===== src/rtl/ide_pio_sequencer.sv =====
// IDE PIO cycle sequencer: turns a qualified 68k access into ATA-timed
// setup / strobe / recovery phases, stretches the strobe on IORDY and
// returns a registered DTACK to the bus glue.
module ide_pio_sequencer #(
    parameter int unsigned SLOW_SETUP   = 1,
    parameter int unsigned SLOW_ACTIVE  = 3,
    parameter int unsigned SLOW_RECOVER = 2,
    parameter int unsigned FAST_SETUP   = 1,
    parameter int unsigned FAST_ACTIVE  = 1,
    parameter int unsigned FAST_RECOVER = 1,
    parameter int unsigned TIMEOUT      = 64
) (
    input  logic CLK,
    input  logic RESET,
    input  logic ide_access,
    input  logic ide_enabled,
    input  logic AS_n,
    input  logic UDS_n,
    input  logic LDS_n,
    input  logic RW,
    input  logic IORDY,
    input  logic pio_fast,
    input  logic err_clr,
    output logic IOR_n,
    output logic IOW_n,
    output logic DTACK,
    output logic busy,
    output logic timeout_err
);

    typedef enum logic [2:0] {
        ST_IDLE,
        ST_SETUP,
        ST_STROBE,
        ST_HOLD,
        ST_RECOVER
    } state_t;

    // Terminal phase-counter values (count runs 0 .. N-1 within a phase)
    localparam logic [3:0] SLOW_SETUP_LAST   = 4'(SLOW_SETUP - 1);
    localparam logic [3:0] SLOW_ACTIVE_LAST  = 4'(SLOW_ACTIVE - 1);
    localparam logic [3:0] SLOW_RECOVER_LAST = 4'(SLOW_RECOVER - 1);
    localparam logic [3:0] FAST_SETUP_LAST   = 4'(FAST_SETUP - 1);
    localparam logic [3:0] FAST_ACTIVE_LAST  = 4'(FAST_ACTIVE - 1);
    localparam logic [3:0] FAST_RECOVER_LAST = 4'(FAST_RECOVER - 1);
    localparam logic [7:0] TIMEOUT_VAL       = 8'(TIMEOUT);

    state_t     state_q, state_d;
    logic [3:0] phase_q, phase_d;
    logic [7:0] wait_q, wait_d;
    logic       rw_q, rw_d;
    logic       fast_q, fast_d;
    logic       err_q, err_d;
    logic       ior_n_q, ior_n_d;
    logic       iow_n_q, iow_n_d;
    logic       dtack_q, dtack_d;

    logic       start;
    logic [3:0] setup_last, active_last, recover_last;

    assign start        = ide_enabled & ide_access & ~AS_n & (~UDS_n | ~LDS_n);
    assign setup_last   = fast_q ? FAST_SETUP_LAST   : SLOW_SETUP_LAST;
    assign active_last  = fast_q ? FAST_ACTIVE_LAST  : SLOW_ACTIVE_LAST;
    assign recover_last = fast_q ? FAST_RECOVER_LAST : SLOW_RECOVER_LAST;

    // Next-state, counters and registered strobe/DTACK values
    always_comb begin
        state_d = state_q;
        phase_d = phase_q;
        wait_d  = wait_q;
        rw_d    = rw_q;
        fast_d  = fast_q;
        err_d   = err_q;

        if (err_clr) begin
            err_d = 1'b0;
        end

        case (state_q)
            ST_IDLE: begin
                if (start) begin
                    state_d = ST_SETUP;
                    phase_d = '0;
                    wait_d  = '0;
                    rw_d    = RW;
                    fast_d  = pio_fast;
                end
            end
            ST_SETUP: begin
                if (AS_n) begin
                    state_d = ST_IDLE;
                end else if (phase_q == setup_last) begin
                    state_d = ST_STROBE;
                    phase_d = '0;
                end else begin
                    phase_d = phase_q + 4'd1;
                end
            end
            ST_STROBE: begin
                // Abort beats both IORDY completion and timeout
                if (AS_n) begin
                    state_d = ST_RECOVER;
                    phase_d = '0;
                end else if (phase_q != active_last) begin
                    phase_d = phase_q + 4'd1;
                end else if (IORDY) begin
                    state_d = ST_HOLD;
                end else if (wait_q == TIMEOUT_VAL) begin
                    state_d = ST_HOLD;
                    err_d   = 1'b1;
                end else begin
                    wait_d = wait_q + 8'd1;
                end
            end
            ST_HOLD: begin
                if (AS_n) begin
                    state_d = ST_RECOVER;
                    phase_d = '0;
                end
            end
            ST_RECOVER: begin
                if (phase_q == recover_last) begin
                    state_d = ST_IDLE;
                end else begin
                    phase_d = phase_q + 4'd1;
                end
            end
            default: begin
                state_d = ST_IDLE;
            end
        endcase

        // Outputs are decoded from the next state so they are clean flops
        ior_n_d = ~((state_d == ST_STROBE) &  rw_d);
        iow_n_d = ~((state_d == ST_STROBE) & ~rw_d);
        dtack_d = (state_d == ST_HOLD);
    end

    // State and output registers with synchronous reset
    always_ff @(posedge CLK) begin
        if (RESET) begin
            state_q <= ST_IDLE;
            phase_q <= '0;
            wait_q  <= '0;
            rw_q    <= 1'b1;
            fast_q  <= 1'b0;
            err_q   <= 1'b0;
            ior_n_q <= 1'b1;
            iow_n_q <= 1'b1;
            dtack_q <= 1'b0;
        end else begin
            state_q <= state_d;
            phase_q <= phase_d;
            wait_q  <= wait_d;
            rw_q    <= rw_d;
            fast_q  <= fast_d;
            err_q   <= err_d;
            ior_n_q <= ior_n_d;
            iow_n_q <= iow_n_d;
            dtack_q <= dtack_d;
        end
    end

    assign IOR_n       = ior_n_q;
    assign IOW_n       = iow_n_q;
    assign DTACK       = dtack_q;
    assign busy        = (state_q != ST_IDLE);
    assign timeout_err = err_q;

endmodule

===== config.mk =====
export PLATFORM = sky130hd
export DESIGN_NAME = ide_pio_sequencer
export DESIGN_NICKNAME = d
export VERILOG_FILES = /design/src/rtl/ide_pio_sequencer.sv
export SDC_FILE = /design/constraint.sdc
export NUM_CORES = 1
export LEC_CHECK = 0
export CAP_MARGIN = 20
export CELL_PAD_IN_SITES_DETAIL_PLACEMENT = 1
export CELL_PAD_IN_SITES_GLOBAL_PLACEMENT = 1
export CORE_MARGIN = 1
export CORE_UTILIZATION = 50
export DETAILED_ROUTE_END_ITERATION = 10
export DONT_BUFFER_PORTS = 1
export MAX_ROUTING_LAYER = met4
export PLACE_DENSITY_LB_ADDON = 0.1
export SLEW_MARGIN = 20
export SYNTH_ARGS = -nofsm -noshare
export SYNTH_HDL_FRONTEND = slang
export SYNTH_SLANG_ARGS = --single-unit
export TNS_END_PERCENT = 50

===== constraint.sdc =====
create_clock -name CLK -period 4.75 [get_ports CLK]
set_input_delay 1.1875 -clock CLK [delete_from_list [all_inputs] [get_ports CLK]]
set_output_delay 1.1875 -clock CLK [all_outputs]
set_load 0.02 [all_outputs]

==> impl_metrics.csv <==
group,metric,value,unit
final_layout,n_antenna_cell,0,
synthesis,ys_seq_area_share,34.6,%
drt,first_pass_iters,4,
worst_setup_path,crit_type,"register to primary output",
worst_setup_path,cp_slowest_cell,"or3_4",
worst_setup_path,max_stage_delay,490,ps
sta,period_share,50.7,%
power_and_ir_drop,ir_drop,0.157,mV
sta,worstMarginPinSlew,548,ps
sta,tns,0,ps
clock_network,cts_max_path_buffers,2,
placement,dpl_cell_area,1200,sq um
power_and_ir_drop,p_clk_share,31.2,%
flow_run,drv_cap,0,
clock_network,cts_root_buffer,"clkbuf_4",
final_layout,fillers,266,
floorplan,dieArea,2630,sq um
global_routing,grt_pass1_vias,1046,
final_layout,utilization,54.3,%
worst_setup_path,critPathLaunch,"state_q[2]",
drt,drc,0,
drt,drt_wl_total,2850,microns
placement,dp.cells,155,
sta,maxSlewViolCount,0,
clock_network,cts_buffers,3,
hold_path,hold_class,"register to register",
sta,hold_viol,0,
sta,fin_ws,2340,ps
final_layout,final_area,1220,sq um
placement,place_ws,2330,ps
worst_setup_path,critical-path-top-delay-family,"simple AND/OR/NAND/NOR gates",
synthesis,mappedNetlistArea,1220,sq um
final_layout,finalNetCount,147,
floorplan,die_w,51.3,microns
floorplan,die_h,51.3,microns
worst_setup_path,critPathRequiredTime,3560,ps
synthesis,synth.most_common_cell,"dfxtp_1",
placement,gp_congestion,0.820,
synthesis,async_reset_ff_share,0,%
drt,drtIter0Drc,19,
floorplan,io_pins,16,
final_layout,syn_to_final_growth,0.720,%
power_and_ir_drop,swShare,24.0,%
clock_network,hold_buffers,0,
drt,antenna_left,0,
drt,viasPerCell,6.38,
clock_network,clk_pin_slew,130,ps
placement,dp_hpwl,2150,microns
worst_setup_path,crit_path_max_fanout,9,
worst_setup_path,r2r_start,"state_q[1]",
synthesis,synth_edf_count,0,
synthesis,ys_types,46,
clock_network,htree_levels,1,
outcome,status,"finished clean",
worst_setup_path,critPathBufInv,0,
sta,max_slew_margin,63.1,%
drt,vias,1014,
power_and_ir_drop,power_switching,0.0681,mW
synthesis,yosys_warnings,0,
sta,rsz0062_at_grt,"no",
synthesis,synth.area.top_cells,"dfxtp_1 35%, ha_1 4.1%, inv_1 4.0%, a21oi_1 3.7%, a211o_1 3.6%",
global_routing,grt_use_total,25.6,%
clock_network,cts.repair.resized,0,
synthesis,syn-num-nets,148,
sta,layout_min_cycle_time,2410,ps
synthesis,ys_top_cells_by_count,"21 x dfxtp_1, 13 x inv_1, 9 x a21oi_1, 8 x nand3_1, 7 x nor2_1",
final_layout,stdcell_count,159,
global_routing,antenna_found_initial,0,
power_and_ir_drop,internal_power,0.215,mW
sta,setup-violations-final,0,
final_layout,drive_above_1_share,10.7,%
drt,wl_per_cell,17.9,microns
sta,hold-worst-slack,430,ps
clock_network,postCtsSetupBuffers,0,
worst_setup_path,cp-end-kind,"primary output",
floorplan,start_util,53.9,%
clock_network,insertion_delay,310,ps
floorplan,placementRows,17,
synthesis,synth_top_area_share,34.6,%
floorplan,coreArea,2250,sq um
clock_network,cts.sinks,21,
global_routing,grt_start_max_net_pins,19,
synthesis,syn_avg_cell_area,9.14,sq um
worst_setup_path,crit_chain,"or3_4",
synthesis,synth_ff_type,"dfxtp_1",
hold_path,hold_path.startpoint,"rw_q",
power_and_ir_drop,power_frac_comb,5.7,%
clock_network,cts_tree,"yes",
power_and_ir_drop,power_density,231,nW/um^2
synthesis,synth_cells,133,
power_and_ir_drop,seq_power_share,63.1,%
sta,clock_skew,15.8,ps
global_routing,grt_pass1_wl,4870,microns
placement,portBuffers,0,
synthesis,ys_ff_latch,21,
worst_setup_path,startpoint_type,"register",
sta,fmax,0.415,GHz
worst_setup_path,cp.arrival,1220,ps
global_routing,gr-total-overflow,0,
power_and_ir_drop,power,0.283,mW
synthesis,yosysTopAreaCell,"dfxtp_1",
power_and_ir_drop,p_leak,0.417,nW
placed cells by master, fill, tap and decap left out, drive strengths merged, types with 2 or more instances in the layout:
cell type | netlist | routed
a31oi | 2 | 2
nand4 | 2 | 2
a21oi | 9 | 9
nor2 | 7 | 7
mux2i | 2 | 2
nand2 | 5 | 5
ha | 4 | 4
inv | 13 | 13
or3 | 2 | 2
nor3b | 2 | 2
and3 | 2 | 2
o21ai | 7 | 7
xor2 | 3 | 3
a32o | 2 | 2
a211o | 5 | 5
o31ai | 2 | 2
nand3b | 2 | 2
a311oi | 5 | 5
clkbuf | 0 | 3
nor3 | 5 | 5
nand3 | 8 | 8
nor2b | 2 | 2
dfxtp | 21 | 21
worst paths after layout:
check / end / slack [ps] / cells after the start
worst max-delay path: busy / 2340 / 1
worst min-delay path: IOR_n / 430 / 1
worst max register to register: phase_q[2] / 2520 / 5
worst min register to register: IOR_n / 430 / 1
power by group through the flow:
stage               combinational, mW  sequential (mW)  clock, mW
finish                         0.0162            0.179     0.0883
global route                   0.0174            0.179      0.100
CTS                            0.0161            0.179     0.0925
detailed placement             0.0160            0.183          0
global placement               0.0154            0.183          0
floorplan                      0.0185            0.182          0
registers in the layout, indices dropped and copies added (netlist names):
| register | cells |
|---|---|
| DTACK | 1 |
| IOR_n | 1 |
| IOW_n | 1 |
| fast_q | 1 |
| phase_q | 4 |
| rw_q | 1 |
| state_q | 3 |
| timeout_err | 1 |
| wait_q | 8 |
layout make-up:
cell class                 count  area, sq um  share of cell area, %
multi-input combinational     93          693                   56.6
clock inverter                 1         5.00                  0.409
tap                           28         35.0                   2.86
sequential                    21          420                   34.3
clock buffer                   3         22.5                   1.84
inverter                      13         48.8                   3.98
metal layers:
metal  routed length, microns  part of all wire, %  up-vias  GRT usage [%]
li1                         -                    -      492              -
met3                      124                  4.3        4           4.76
met5                        0                    0        -              -
met4                       36                  1.3        0           9.46
met2                     1340                   47       24           41.9
met1                     1350                   47      494           31.3
cells by family (layout without fill, tap and decap cells):
group	count (synthesis)	after routing	share of synthesized area, %
AOI/OAI and AO/OA	42	42	26.1
and+or+nand+nor	42	42	22.9
DFF	21	21	34.6
buffers and inverters	19	17	8.44
adders and majority gates	4	4	4.12
xor gates and xnor gates	3	3	2.16
muxes	2	2	1.65
Power figures use the tool's default switching activity.
